### src/rtl/shift_add_pkg.sv
// shift_add_pkg: FSM encodings and shared helpers for the shift-add scaler family.
package shift_add_pkg;
    typedef enum logic [1:0] {S_IDLE, S_ACC, S_DONE} state_t;

    function automatic int acc_width(input int width, input int nterms);
        return width + $clog2(nterms) + 1;
    endfunction

    // Helpers work on a 64-bit carrier so any block with acc width <= 64 can share them
    function automatic logic out_of_range(input logic signed [63:0] v, input int w);
        return v > ((64'sd1 <<< (w - 1)) - 64'sd1) || v < -(64'sd1 <<< (w - 1));
    endfunction

    function automatic logic signed [63:0] sat_clamp(input logic signed [63:0] v, input int w);
        logic signed [63:0] hi, lo;
        hi = (64'sd1 <<< (w - 1)) - 64'sd1;
        lo = -(64'sd1 <<< (w - 1));
        return v > hi ? hi : v < lo ? lo : v;
    endfunction
endpackage

### src/rtl/shift_add_term.sv
// shift_add_term: one signed shift-add term (+/- x>>>shift, or 0 when disabled) at accumulator width.
module shift_add_term #(
    parameter int WIDTH = 32,
    parameter int SHW   = 5,
    parameter int AW    = 36
) (
    input  logic [WIDTH-1:0] x,
    input  logic [SHW-1:0]   shift,
    input  logic             sign,
    input  logic             en,
    output logic [AW-1:0]    term
);
    logic signed [AW-1:0] xe, sh;

    // Extending first keeps large shifts sign-filled to 0 / -1
    assign xe   = {{(AW - WIDTH){x[WIDTH-1]}}, x};
    assign sh   = xe >>> shift;
    assign term = !en ? '0 : sign ? -sh : sh;
endmodule

### src/rtl/shift_add_scaler_seq.sv
// shift_add_scaler_seq: multi-cycle programmable shift-add scaler, one term per cycle,
// with guard-bit accumulation, optional saturation and valid/ready handshakes.
module shift_add_scaler_seq
    import shift_add_pkg::*;
#(
    parameter int WIDTH  = 32,
    parameter int NTERMS = 4,
    parameter int SHW    = 5,
    parameter int SAT    = 1
) (
    input  logic                  clk,
    input  logic                  rst,
    input  logic                  in_valid,
    output logic                  in_ready,
    input  logic [WIDTH-1:0]      data_i,
    input  logic [NTERMS*SHW-1:0] coef_shift_i,
    input  logic [NTERMS-1:0]     coef_sign_i,
    input  logic [NTERMS-1:0]     coef_en_i,
    output logic                  out_valid,
    input  logic                  out_ready,
    output logic [WIDTH-1:0]      data_o,
    output logic                  overflow_o
);
    localparam int AW = acc_width(WIDTH, NTERMS);
    localparam int IW = NTERMS > 1 ? $clog2(NTERMS) : 1;

    state_t                state;
    logic [WIDTH-1:0]      x_r;
    logic [NTERMS*SHW-1:0] shift_r;
    logic [NTERMS-1:0]     sign_r, en_r;
    logic [IW-1:0]         idx;
    logic signed [AW-1:0]  acc, acc_nxt;
    logic [AW-1:0]         term;
    logic signed [63:0]    acc_ext, sat_v;
    logic [WIDTH-1:0]      fit_d;
    logic                  ovf_d;

    shift_add_term #(.WIDTH(WIDTH), .SHW(SHW), .AW(AW)) u_term (
        .x    (x_r),
        .shift(shift_r[idx*SHW +: SHW]),
        .sign (sign_r[idx]),
        .en   (en_r[idx]),
        .term (term)
    );

    assign acc_nxt  = acc + $signed(term);
    assign acc_ext  = 64'(acc_nxt);
    assign sat_v    = sat_clamp(acc_ext, WIDTH);
    assign ovf_d    = out_of_range(acc_ext, WIDTH);
    assign fit_d    = SAT != 0 ? WIDTH'(sat_v) : WIDTH'(acc_nxt);
    assign in_ready = state == S_IDLE;

    always_ff @(posedge clk or negedge rst) begin
        if (!rst) begin
            state      <= S_IDLE;
            x_r        <= '0;
            shift_r    <= '0;
            sign_r     <= '0;
            en_r       <= '0;
            idx        <= '0;
            acc        <= '0;
            out_valid  <= 1'b0;
            data_o     <= '0;
            overflow_o <= 1'b0;
        end else begin
            case (state)
                S_IDLE: if (in_valid) begin
                    x_r     <= data_i;
                    shift_r <= coef_shift_i;
                    sign_r  <= coef_sign_i;
                    en_r    <= coef_en_i;
                    acc     <= '0;
                    idx     <= '0;
                    state   <= S_ACC;
                end
                S_ACC: begin
                    acc <= acc_nxt;
                    idx <= idx + IW'(1);
                    if (idx == IW'(NTERMS - 1)) begin
                        data_o     <= fit_d;
                        overflow_o <= ovf_d;
                        out_valid  <= 1'b1;
                        state      <= S_DONE;
                    end
                end
                S_DONE: if (out_ready) begin
                    out_valid <= 1'b0;
                    state     <= S_IDLE;
                end
                default: state <= S_IDLE;
            endcase
        end
    end
endmodule

### config.mk
export PLATFORM = sky130hd
export DESIGN_NAME = shift_add_scaler_seq
export DESIGN_NICKNAME = d
export VERILOG_FILES = /design/src/rtl/shift_add_pkg.sv /design/src/rtl/shift_add_term.sv /design/src/rtl/shift_add_scaler_seq.sv
export SDC_FILE = /design/constraint.sdc
export NUM_CORES = 1
export LEC_CHECK = 0
export ABC_AREA = 1
export BUFFER_PORTS_ARGS = -buffer_cell sky130_fd_sc_hd__buf_2
export CORE_ASPECT_RATIO = 0.7
export CORE_MARGIN = 4
export CORE_UTILIZATION = 29
export CTS_BUF_LIST = sky130_fd_sc_hd__clkbuf_4 sky130_fd_sc_hd__clkbuf_8 sky130_fd_sc_hd__clkbuf_16
export DETAILED_ROUTE_END_ITERATION = 10
export PLACE_DENSITY_LB_ADDON = 0.15
export SYNTH_ARGS = -nofsm -noshare
export SYNTH_HDL_FRONTEND = slang
export SYNTH_SLANG_ARGS = --single-unit
### constraint.sdc
create_clock -name clk -period 5.9 [get_ports clk]
set_input_delay 0.295 -clock clk [delete_from_list [all_inputs] [get_ports clk]]
set_output_delay 0.295 -clock clk [all_outputs]
set_load 0.02 [all_outputs]
### Word level (Yosys, flattened, before mapping)

Index checks and enable logic that the tools add are counted.

| storage, ports and cells | value |
|---|---|
| register bits after elaboration | 133 |
| input port bits | 64 |
| output and inout bits | 35 |
| word-level logic and storage cells | 53 |

| operators by class | value |
|---|---|
| $mul | 1 |
| reductions and logical operators | 9 |
| muxes and demuxes | 19 |
| order comparisons | 3 |
| add/sub/neg operators | 3 |
| shift-type cells | 2 |
| eq/ne operators | 6 |

Operators by type and width:

| operator | number |
|---|---|
| $mux W35 | 3 |
| $pmux W35 S2 | 1 |
| $mux W32 | 2 |
| $add A35 B35 Y35 | 1 |
| $gt A35 B32 Y1 const B | 1 |
| $lt A35 B32 Y1 const B | 1 |
| $neg A35 Y35 | 1 |
| $sshr A32 B5 Y35 | 1 |
| $shiftx A20 B6 Y5 | 1 |
| $mux W2 | 4 |
| $ne A2 B2 Y1 const B | 3 |
| $pmux W2 S3 | 1 |
| $reduce_and A2 Y1 | 3 |
| $reduce_and A3 Y1 | 2 |
| $mul A2 B3 Y5 const B | 1 |
| $bmux W1 S2 | 2 |
| $eq A2 B2 Y1 const B | 2 |
| $mux W1 | 4 |
| $pmux W2 S2 | 1 |
| $reduce_bool A2 Y1 | 2 |
| $lt A2 B3 Y1 const B | 1 |
| $add A2 B1 Y2 const B | 1 |
| $eq A2 B1 Y1 const B | 1 |
| $logic_not A2 Y1 | 1 |
| 2 further kinds | 2 |

### Depth between registers and ports, before layout

Gate-level depths: netlist of the first run.

| depth | value |
|---|---|
| word-level depth | 10 |
| depth in mapped cells | 44 |
| gate-level depth less buffers | 41 |

### Modules after synthesis

From an unflattened synthesis of the first run, not the netlist that was laid out.

| second synthesis, totals | value |
|---|---|
| cells, all modules | 1622 |
| area, all modules | 11412.2 µm² |

By module, submodules not included:

| module | area an instance (µm²) | cells each | seq. area each (µm²) | instances |
|---|---|---|---|---|
| shift_add_scaler_seq | 7937.6 | 906 | 3328.2 | 1 |
| shift_add_term | 3474.6 | 716 | 0.0 | 1 |

### Worst setup path after synthesis of the first run

OpenSTA, ideal clock, no wires.

| path | value |
|---|---|
| path type | reg2reg |
| start | register idx[0] |
| end | register data_o[10] |
| setup slack | 1016 ps |
| library setup time | 117 ps |
| required time | 5783 ps |
| arrival time | 4767 ps |
| stages on the path, launching flop included | 41 |
| path buffers | 4 |
| clock period less this slack | 4884 ps |
| path through | dfrtp_1 > buf_4 > inv_4 > nand2_1 > nand3_2 > buf_4 > buf_6 > nand3b_1 > nand2_1 > nand2_1 > nand3_1 > a21oi_1 > a31o_2 > o21ai_2 > ha_1 > nand3_1 > nor2_2 > nand2_1 > [5 not listed] > a21oi_1 > ha_1 > a21oi_1 > o21ai_0 > a21oi_1 > o221a_2 > nand2_1 > nand3_1 > nand2_1 > xor2_1 > inv_1 > nand2_1 > nand3_2 > buf_4 > nand2_1 > nand2_1 > nand2_1 > nand2_1 |

| between the ends | value |
|---|---|
| cells in the longest elaborated chain, start to end | 10 |
| elaborated cells between the ends (all ways) | 17 |
| classes of those cells | add/sub: 2; mul: 1; order compare: 2; eq/ne: 1; shift: 2; mux: 8; reduce/logical: 1 |

Ends and longest elaborated chain:

| element | RTL line | text |
|---|---|---|
| start, declared | shift_add_scaler_seq.sv:31 | `logic [IW-1:0] idx;` |
| start signal, assigned | shift_add_scaler_seq.sv:78 | `idx <= idx + IW'(1);` |
| $mul A2 B3 Y5 | shift_add_scaler_seq.sv:40 | `.shift(shift_r[idx*SHW +: SHW]),` |
| $shiftx A20 B6 Y5 | shift_add_scaler_seq.sv:40 |  |
| $sshr A32 B5 Y35 | shift_add_term.sv:17 | `assign sh = xe >>> shift;` |
| $neg A35 Y35 | shift_add_term.sv:18 | `assign term = !en ? '0 : sign ? -sh : sh;` |
| $mux W35 (2 in series) | shift_add_term.sv:18 |  |
| $add A35 B35 Y35 | shift_add_scaler_seq.sv:46 | `assign acc_nxt = acc + $signed(term);` |
| $lt A35 B32 Y1 | shift_add_pkg.sv:18 | `return v > hi ? hi : v < lo ? lo : v;` |
| $mux W32 (2 in series) | shift_add_pkg.sv:18 |  |
| end signal, assigned | shift_add_scaler_seq.sv:80 | `data_o <= fit_d;` |
| end, declared | shift_add_scaler_seq.sv:21 | `output logic [WIDTH-1:0] data_o,` |

Parallel ways exist; a longest one is shown, timed or not. The select of a mux whose other input is x is not followed.
A chain may end at the register's enable or synchronous reset.

### Worst setup path after layout of the first run

| path | value |
|---|---|
| start | register idx[1] |
| end | register data_o[20] |

The elaborated chain is that of the path after synthesis.

==> results, run 1 <==
- The total CTS buffers is 17.
- The first global-routing pass estimated 54900 microns of wire.
- The number of antenna violations at the first check in global routing is 0.
- In this run the tool buffered the top-level ports with 98 buffer cells.
- Once routing completed, OpenROAD measured the worst setup slack at 0.231 ns.
- The leading register cell type out of synthesis is sky130_fd_sc_hd__dfrtp_1.
- The final wirelength is 36500 microns.
- The clock transition at the register clock pins on the worst setup and hold paths after CTS is 0.07 ns.
- The ratio of cells with drive above 1 in the final layout is 0.231.
- The most frequent cell on the critical path is sky130_fd_sc_hd__nand2_1.
- The maximum level of the CTS H-tree is 4.
- The arrival time reported for the critical path endpoint is 6.00 ns.
- In the final routed layout, each cell accounts on average for roughly 17 microns.
- Setup violations remaining at the end of the flow were counted as 0.
- The net total in the final layout is approximately 1800.
- The initialized floorplan defines 56 standard-cell rows.
- The area inside the core boundary is approximately 34000 sq um.
- The die boundary width is 231 microns.
- The synthesized area divided by synthesized cell count is 6.61 sq um.
- The count of warnings emitted by yosys is 0.
- The number of pins with negative max-slew slack in the final report is 0.
- The worst setup path is captured at a flop.
- Of the available clock period, the critical path in the final layout requires 0.961.
- The number of global-route vias before repair is 9878.
- The finished cells cover 13200 sq um.
- The later pin in the worst-skew pair is clocked with a latency of 0.45 ns.
- CTS saw approximately 130 sinks.
- The synthesized design contains 133 register bits.
- The reg-to-reg setup timing slack is 0.23 ns.
- The number of endpoints with negative hold slack in the final report was 0.
- After synthesis, the netlist uses 48 different library cells.
- The combined flip-flop and latch cell area is 3330 sq um.
- The critical path is of the flop to flop type.
- The cell family contributing the most delay on the critical path is simple AND/OR/NAND/NOR gates.
- The number of nets with antenna violations after detailed routing is 0.
- Once layout is complete, the utilization of the core stands at 0.389.
- The slowest stage cell on the critical path is sky130_fd_sc_hd__dfrtp_2.
- The deepest clock path buffer count is 2.
- The total grt overflow is 0.
- Counting every net in the synthesized netlist gives roughly 1600.
- The layout overhead on the synthesized area is 30.6%.
- The worst path needs 5.67 ns of the cycle, external delays included.
- The residual DRC count is 0.
- The required time reported for the critical path endpoint is 6.23 ns.
- The congestion estimate from routability-driven global placement came to 0.928.
- After detailed routing, the number of vias per cell comes to 5.03.
- Across every metal layer, demand over resource in global routing totals 0.182.
- Before antenna repair, the detailed router went through 6 iterations.
- Across the routed clock network, the largest skew measured is roughly 0.013 ns.
- The CTS tree is built.
- The portion of the post-synthesis area used by sequential elements is 0.330.
- The filler cells instantiated in the layout total 3631.
- The multi-input combinational cells in the finished layout cover a total of roughly 6700 sq um.
- Summing every instance area after synthesis gives 10100 sq um.
- The critical path contains buffers and inverters numbering 8 combined.
- The antenna diode instance count is 0.
- In this run the count of I/O pins placed on the die edge is 99.
- The number of synthesized flops with an enable pin is 0.
- The tightest min-delay check is of the input port to flop type.
- The relative slew slack is 0.315.
- At the pin with the least slew margin, the transition time is 1.03 ns.
- The highest achievable clock rate is 0.176 GHz.
- In the layout the commonest cells are sky130_fd_sc_hd__nand2_1 (567), sky130_fd_sc_hd__nand3_1 (197), sky130_fd_sc_hd__dfrtp_1 (131), sky130_fd_sc_hd__buf_2 (97), sky130_fd_sc_hd__inv_1 (74).
- STA classifies the critical path startpoint as a flop.
- The number of design-rule violations left by the first detailed-router iteration is 971.
- Leaving out fill and tap cells, the most frequent cell in the layout is sky130_fd_sc_hd__nand2_1.
- The delay of the slowest critical-path stage is between 0.4 and 0.5 ns.
- Summing all placed instances gives a cell area of approximately 11000 sq um.
- Across all layers, the routed design uses 10805 vias.
- The initial utilization of the core area, before any placement, comes to 0.298.
- In this run the worst path has a maximum fanout of 9.
- The die covers roughly 38000 sq um.
- The HPWL after detailed placement is about 26000 microns.
- The cell at the root of the clock tree is sky130_fd_sc_hd__clkbuf_16.
- The run finished with clean final reports.
- The cell count after synthesis came out at roughly 1500.
- Counting flops with an async set or reset pin after synthesis yields a share of 1.00.
- The worst setup slack before clock tree synthesis is 0.0261 ns.
- The maximum number of pins on one net before global-route repair is between 70 and 80.
- The die outline height is between 150 and 200 microns.
- The tool flagged a number of max-cap violations equal to 0.
sequential cells by signal, indices dropped and copies added (netlist names):
signal      cells
en_r            4
data_o         32
x_r            32
idx             2
shift_r        20
overflow_o      1
state           2
out_valid       1
acc            35
sign_r          4
kinds of logic (layout without fill, tap and decap cells):
logic type / after synthesis / count (layout) / share of synthesized area
buffers and inverters: 155 / 312 / 0.0701
XOR/XNOR: 32 / 32 / 0.0278
AO/OA/AOI/OAI: 206 / 206 / 0.123
adder cells (fa/ha/maj): 37 / 37 / 0.0467
AND/OR/NAND/NOR: 961 / 966 / 0.402
flip-flops: 133 / 133 / 0.330
final timing paths:
path	startpoint	to	cells after the start
worst max-delay path	idx[1]	data_o[20]	38
worst max register to register	idx[1]	data_o[20]	38
worst min register to register	data_o[19]	data_o[19]	2
max in group asynchronous	rst	idx[1]	3
min in group asynchronous	rst	x_r[4]	2
worst min-delay path	data_i[28]	x_r[28]	3
cell usage after synthesis, drive strengths merged, types with 5 or more instances:
cell type,instances,share of area
nand3,233,0.12
nor3,17,0.0084
o21bai,5,0.0037
nand2,602,0.23
a22o,28,0.024
a21o,7,0.0052
xnor2,9,0.0078
inv,82,0.031
buf,44,0.028
ha,36,0.045
xor2,23,0.020
clkbuf,26,0.0097
dfrtp,133,0.33
o21a,5,0.0037
a21oi,71,0.035
nor2,95,0.037
o21ai,73,0.037
metrics by stage:
| step | std cells | hold slack, ns | setup TNS, ns |
|---|---|---|---|
| 3_5_place_dp | 2076 | 0.384 | 0 |
| 5_1_grt | 2150 | 0.0271 | -1.97 |
| 6_report | 2150 | 0.0345 | 0 |
| 4_1_cts | 2109 | 0.0110 | 0 |
| 3_3_place_gp | 2076 | 0.383 | 0 |
| 2_1_floorplan | 1524 | -0.000591 | 0 |
per-layer routing:
| layer | up-vias | GRT usage | part of all wire |
|---|---|---|---|
| met3 | 22 | 0.0277 | 0.057 |
| met5 | - | 0 | 0 |
| met4 | 0 | 0.0385 | 0.0083 |
| met1 | 5125 | 0.290 | 0.54 |
| met2 | 303 | 0.257 | 0.40 |
| li1 | 5355 | - | - |
tightest hold or removal path, delay by kind of cell:
| kind | cells | cell delay [ns] |
|---|---|---|
| buf+inv | 1 | 0.07 |
| simple gates | 2 | 0.08 |
what timing repair did:
| action | 4_1_cts | 5_1_grt |
|---|---|---|
| endpoints found under the setup margin | 20 | 46 |
| gates resized for setup | 2 | 179 |
| buffers inserted | 0 | 26 |
| endpoints found under the hold margin | 70 | 0 |
| hold buffers | 1 | 0 |
| cloned | 0 | 15 |
| pin swaps | 0 | 44 |
layout make-up:
type | count | share of cell area
Clock buffer | 18 | 0.0334
Clock inverter | 14 | 0.0125
Inverter | 85 | 0.0259
Multi-Input combinational cell | 1241 | 0.512
Sequential cell | 133 | 0.253
Tap cell | 464 | 0.0441
Timing Repair Buffer | 195 | 0.119
Power of run 1 is left out: the tool's default activity adds up to more than one toggle a clock period on the data nets, which glitch-free logic cannot reach.
==> run 2, diff against run 1 <==
--- a/config.mk
+++ b/config.mk
@@ -6,9 +6,8 @@
 export NUM_CORES = 1
 export LEC_CHECK = 0
 export ABC_AREA = 1
-export BUFFER_PORTS_ARGS = -buffer_cell sky130_fd_sc_hd__buf_2
+export BUFFER_PORTS_ARGS = -buffer_cell sky130_fd_sc_hd__buf_4
 export CORE_ASPECT_RATIO = 0.7
-export CORE_MARGIN = 4
 export CORE_UTILIZATION = 29
 export CTS_BUF_LIST = sky130_fd_sc_hd__clkbuf_4 sky130_fd_sc_hd__clkbuf_8 sky130_fd_sc_hd__clkbuf_16
 export DETAILED_ROUTE_END_ITERATION = 10
==> run 2 against run 1 <==
- final cell count fell by 0.42%
- fmax rose by 1.6%
- register-to-register slack improved by 0.09 ns
- via count fell by 1.8%
- worst hold slack improved by 0.0028 ns
- sequential share of layout area rose by 0.24 points
- routed wire length fell by 5.6%
- utilization fell by 0.36 points
- die area fell by 6.2%
- critical path depth fell by 1
- count of clock-buffer cells in the layout did not move
- largest cell class unchanged
- highest routed layer unchanged
==> results, run 2 (same netlist as run 1, synthesis figures left out) <==
- The run finished with clean final reports.
- The total vias in the final route is 10608.
- The initialized floorplan defines 56 standard-cell rows.
- Across the run, the number of max-cap violations was 0.
- The HPWL after detailed placement is 25300 microns.
- The average detailed-routed wire length per instance is 16.1 microns.
- In this run, CTS created clock tree buffers numbering 17.
- The cell family contributing the most delay on the critical path is simple AND/OR/NAND/NOR gates.
- The critical path starts at idx[0].
- Of all nets on the critical path, the largest fanout is 17.
- The number of nets with antenna violations after detailed routing is 0.
- Entering global routing, the biggest net connects 78 pins.
- Setup repair after global routing could not meet its margin everywhere.
- For this block, the initial DRC count from the detailed router was around 840.
- The number of antenna diodes in the final layout is 0.
- The number of global-route vias before repair came to 9958.
- The total number of cells along the worst setup path is 37.
- The relative slew slack is 0.338.
- The area of the die is 35500 sq um.
- For this run, the top clock speed supported by timing is 0.179 GHz.
- The number of cells on the worst reg-to-reg path is 37.
- The cell at the root of the clock tree is sky130_fd_sc_hd__clkbuf_16.
- The CTS tree is built.
- The wire length of the first global-routing pass is ~55000 microns.
- Port buffering added between 90 and 100 buffers.
- The kind of start point of the critical path is a flop.
- The H-tree was split into 4 levels.
- The number of flip-flops under the largest register name is 35.
- The clock drives 133 sinks.
- The core region is ~34000 sq um.
- After detailed routing, the total wire length is 34400 microns.
- The critical path endpoint is data_o[5].
- The number of antenna violations at the first check in global routing was 0.
- For this run, the total global-route usage over all layers was measured as 0.197.
- The critical path endpoint category is a flop.
- The delay of the slowest critical-path stage is 0.46 ns.
- Together, buffers and inverters on the worst path number 8.
- The number of endpoints with negative hold slack in the final report is 0.
- In this run the deepest clock path goes through 2 buffers.
- Adding up every negative setup slack in the final design gives 0 ns.
- Leaving out fill and tap cells, the most frequent cell in the layout is sky130_fd_sc_hd__nand2_1.
- The endpoint identified for the worst register-to-register timing path is data_o[5].
- After detailed placement, the total cell area comes to ~12000 sq um.
- Clock-pin slew was measured on the worst setup and hold paths at roughly 0.07 ns.
- The pre-antenna-repair detailed-routing pass consisted of 5 iterations.
- The via-per-instance ratio is 4.95.
- The slowest stage cell on the critical path is sky130_fd_sc_hd__dfrtp_2.
- The die boundary width is 225 microns.
- The clock period could shrink to between 5 and 6 ns.
- Hold timing on the final database bottoms out at a slack of 0.0373 ns.
- The count of final setup violators is 0.
- In this run the register-to-register setup slack is 0.32 ns.
- The arrival time reported for the critical path endpoint is 5.91 ns.
- Between clock sinks in the finished design, the worst skew comes to 0.0161 ns.
- The die outline height is 158 microns.
- The startpoint identified for the worst register-to-register timing path is idx[0].
- In the final layout, the share of cells above drive strength 1 is 0.203.
- The largest registers in the layout are acc (35), data_o (32), x_r (32).
- The worst setup path category is flop to flop.
- The net total in the final layout is 1765.
- The clock latency on the worst-skew pair is 0.46 ns.
- Global routing finished with a remaining overflow of 0.
- Relative to the synthesized area, the layout overhead comes to 29.3%.
- For this configuration, the core starts out at a cell density of 0.298.
- The number of pins with negative max-slew slack in the final report was 0.
- Counting stages on the worst path, the most repeated cell is sky130_fd_sc_hd__nand2_1.
- In the layout the commonest cells are sky130_fd_sc_hd__nand2_1 (583), sky130_fd_sc_hd__nand3_1 (222), sky130_fd_sc_hd__buf_4 (174), sky130_fd_sc_hd__dfrtp_1 (131), sky130_fd_sc_hd__inv_1 (76).
- The routability congestion estimate is 0.913.
- For this run, design rule violations remaining after detail routing come to 0.
- The worst hold path belongs to the class input port to flop.
- Of the available clock period, the critical path in the final layout requires 0.946.
- Along the worst hold path, the cell count comes to 3.
- The I/O pin total is between 90 and 100.
- Ranked by flip-flop count, first place goes to acc.
- STA puts the critical path data required time at approximately 6.2 ns.
- The area of all placed cells without fillers is 13000 sq um.
- At the pin with the least slew margin, the transition time is 0.990 ns.
## run 2: cell count changes in the layout (fill, tap and decap cells not counted), sizes merged
cell and change:
nand2 -4, buf +2, clkinvlp -1, clkinv +3
inv -3, bufinv +1, clkbuf -7
## run 2: final cells by class
class / instances / area, sq um
fill: 3664 / 20800
sequential: 133 / 3330
clock inverter: 14 / 190
multi-input combinational: 1237 / 6550
inverter: 85 / 338
clock buffer: 18 / 439
timing repair buffer: 190 / 1600
tap: 464 / 581
## run 2: routing by layer
layer | track usage | vias up | wire (microns) | part of all wire
li1 | - | 5326 | - | -
met1 | 0.305 | 5000 | 18500 | 0.54
met2 | 0.280 | 267 | 13900 | 0.40
met3 | 0.0395 | 15 | 1780 | 0.052
met4 | 0.0308 | 0 | 232 | 0.0067
met5 | 0 | - | 0 | 0
## run 2: what timing repair did
action,4_1_cts,5_1_grt
hold endpoints to repair,64,0
hold buffers,1,0
setup endpoints to repair,32,45
buffers inserted,0,22
gates resized for setup,2,130
gates cloned,0,2
pin swaps,0,22
## run 2: worst min-delay path, delay by kind of cell
kind                   cells  cell delay, ns
AND/OR/NAND/NOR            2            0.08
buffers and inverters      1            0.07
## run 2: how the worst min path moves through the flow
stage	endpoint	from
finish	shift_r[9]	coef_shift_i[9]
global route	x_r[21]	data_i[21]
CTS	shift_r[9]	coef_shift_i[9]
detailed placement	x_r[2]	rst
global placement	x_r[2]	rst
floorplan	acc[0]	rst
## run 2: metrics by stage
step,instances,setup slack (ns),utilization
after floorplan,1524,1.02,-
after global placement,2084,0.0545,0.343
after detailed placement,2084,-0.0335,0.343
after CTS,2117,0.0277,0.362
after global routing,2141,-0.0682,0.385
final,2141,0.321,0.385
Power of run 2 is left out for the same reason.
==> run 3, diff against run 2 <==
--- a/config.mk
+++ b/config.mk
@@ -8,6 +8,7 @@
 export ABC_AREA = 1
 export BUFFER_PORTS_ARGS = -buffer_cell sky130_fd_sc_hd__buf_4
 export CORE_ASPECT_RATIO = 0.7
+export CORE_MARGIN = 3
 export CORE_UTILIZATION = 29
 export CTS_BUF_LIST = sky130_fd_sc_hd__clkbuf_4 sky130_fd_sc_hd__clkbuf_8 sky130_fd_sc_hd__clkbuf_16
 export DETAILED_ROUTE_END_ITERATION = 10
==> run 3 against run 2 <==
- clock skew shrank 0.0032 ns
- first-iteration DRC count rose by 15%
- non-clock buffer count is 11 higher
- final cell count up 0.61%
- count of clock-buffer cells in the layout is 3 higher
- critical endpoint unchanged
==> results, run 3 (same netlist as run 1, synthesis figures left out) <==
- The critical path is of the flop to flop type.
- For the worst setup path, the data arrival time is approximately 6 ns.
- The relative slew slack is 0.347.
- The CTS tree is built.
- The ratio of cells with drive above 1 in the final layout is 0.226.
- The final wirelength is 35700 microns.
- The slowest stage of the critical path belongs to the cell sky130_fd_sc_hd__dfrtp_2.
- The net total in the final layout is about 1800.
- Max-cap violations in this run came to 0.
- The sink count of the clock tree is approximately 130.
- In the finished design, the share of the clock period the worst path needs comes to 0.971.
- The number of flip-flops under the largest register name is 35.
- The area of all placed cells without fillers is 13400 sq um.
- Along the worst path, the maximum fanout reaches 8.
- STA classifies the critical path endpoint as a flop.
- The final critical-path required period is approximately 5.7 ns.
- The transition time at the pin with the least slew margin is 0.977 ns.
- The cell at the root of the clock tree is sky130_fd_sc_hd__clkbuf_16.
- The number of optimization iterations in the first detailed-route pass is 5.
- Entering global routing, the biggest net connects 78 pins.
- The H-tree was split into 4 levels.
- The HPWL after detailed placement is 25700 microns.
- Data on the critical path is required at its endpoint by 6.24 ns.
- The routability congestion estimate is approximately 0.99.
- The wire length of the first global-routing pass is 55400 microns.
- The standard cell area after detailed placement is approximately 12000 sq um.
- The worst setup path is launched from a flop.
- No sink is reached through more buffers than the 2 on the longest clock path.
- The number of antenna violations at the first check in global routing is 0.
- The total routing resource utilization after global routing is 0.184.
- The count of standard-cell rows is 56.
- The largest registers in the layout are acc (35), data_o (32), x_r (32).
- Global routing finished with a remaining overflow of 0.
- The initial core utilization is 0.298.
- The core region is 33800 sq um.
- The die covers 37000 sq um.
- The critical path contains buffers and inverters numbering 8 combined.
- The die boundary width is 229 microns.
- The antenna diode instance count is 0.
- The via-per-instance ratio is 5.01.
- The I/O pin total is 99.
- The layout overhead on the synthesized area is 33.1%.
- The count of final setup violators is 0.
- Clock skew on the completed layout was measured at 0.0129 ns.
- The detail route stage leaves a number of antenna-violating nets equal to 0.
- Leaving out fill and tap cells, the most frequent cell in the layout is sky130_fd_sc_hd__nand2_1.
- The number of buffer cells added on primary ports is 98.
- After detailed routing, the number of remaining DRC violations is 0.
- The number of design-rule violations left by the first detailed-router iteration is 968.
- In this run, CTS created clock tree buffers numbering 17.
- The type of the tightest min-delay check is input port to flop.
- Timing would allow up to 0.175 GHz.
- The cell class contributing the biggest share of worst-path delay is simple AND/OR/NAND/NOR gates.
- The die outline height is 162 microns.
- The largest single stage delay on the critical path is 0.45 ns.
- More flip-flops sit in one register than any other, and that register is acc.
- The number of pins with negative max-slew slack in the final report was 0.
- The clock latency on the worst-skew pair is roughly 0.44 ns.
- Counting stages on the worst path, the most repeated cell is sky130_fd_sc_hd__nand2_1.
- The run finished with clean final reports.
- After clock tree synthesis, the clock-pin slew on the worst setup and hold paths is 0.06 ns.
- In the final routed layout, each cell accounts on average for about 17 microns.
- Setup repair after global routing could not meet its margin everywhere.
- The number of endpoints with negative hold slack in the final report came to 0.
- Detailed routing inserted a total of 10788 vias.
- The number of global-route vias before repair is ~10000.
- The top cell types in the final layout, fill and taps aside, are sky130_fd_sc_hd__nand2_1 (550), sky130_fd_sc_hd__nand3_1 (195), sky130_fd_sc_hd__buf_4 (172), sky130_fd_sc_hd__dfrtp_1 (131), sky130_fd_sc_hd__nor2_1 (83).
## run 3: cell count changes in the layout (fill, tap and decap cells not counted), moves of 7 or more
cell	change
sky130_fd_sc_hd__nand2_1	-33
sky130_fd_sc_hd__nand3_1	-27
sky130_fd_sc_hd__nand2_2	+21
sky130_fd_sc_hd__nand3_2	+21
sky130_fd_sc_hd__a21oi_1	+12
sky130_fd_sc_hd__nand2_4	+11
sky130_fd_sc_hd__a21oi_2	-10
sky130_fd_sc_hd__nor2_1	+8
sky130_fd_sc_hd__nor2_2	-8
sky130_fd_sc_hd__o21ai_0	+8
sky130_fd_sc_hd__clkbuf_16	+7
## run 3: repair_timing
item / CTS / global route
buffers inserted: 1 / 29
gates cloned: 0 / 14
endpoints found under the hold margin: 76 / 0
gates resized for setup: 10 / 169
pin swaps: 1 / 57
setup endpoints to repair: 34 / 43
hold buffers: 1 / 0
## run 3: through the flow
step | hold slack [ns] | worst slack [ns] | std cells | TNS (ns) | util
after floorplan | -0.000591 | 1.02 | 1524 | 0 | -
after global placement | 0.368 | -0.247 | 2077 | -7.03 | 0.341
after detailed placement | 0.362 | -0.266 | 2077 | -7.74 | 0.341
after CTS | 0.0209 | 0.0262 | 2111 | 0 | 0.360
after global routing | 0.0315 | -0.167 | 2154 | -4.79 | 0.396
final | 0.0442 | 0.173 | 2154 | 0 | 0.396
## run 3: worst min-delay path: stages
cell and delay [ns]:
sky130_fd_sc_hd__buf_4 0.08, sky130_fd_sc_hd__nand2_1 0.04, sky130_fd_sc_hd__nand2_1 0.04
## run 3: area by class of cell
type	instances	area, sq um
fill	3654	20400
multi-input combinational	1239	6720
sequential	133	3330
timing repair buffer	201	1830
tap	464	581
clock buffer	21	474
inverter	85	350
clock inverter	11	115
## run 3: final timing paths
kind                            start    endpoint  slack, ns  cells past startpoint
setup / recovery               idx[0]   data_o[5]       0.17                     41
hold / removal             data_i[28]     x_r[28]       0.04                      3
setup reg to reg               idx[0]   data_o[5]       0.17                     41
min in group asynchronous         rst      x_r[2]       0.43                      2
hold reg to reg            overflow_o  overflow_o       0.47                      2
max in group asynchronous         rst     acc[12]       4.20                      3
## run 3: metal layers
| metal | global-route usage | share of wire |
|---|---|---|
| met1 | 0.290 | 0.53 |
| met2 | 0.255 | 0.39 |
| met3 | 0.0401 | 0.065 |
| met4 | 0.0347 | 0.0091 |
| met5 | 0 | 0 |
Power of run 3 is left out for the same reason.
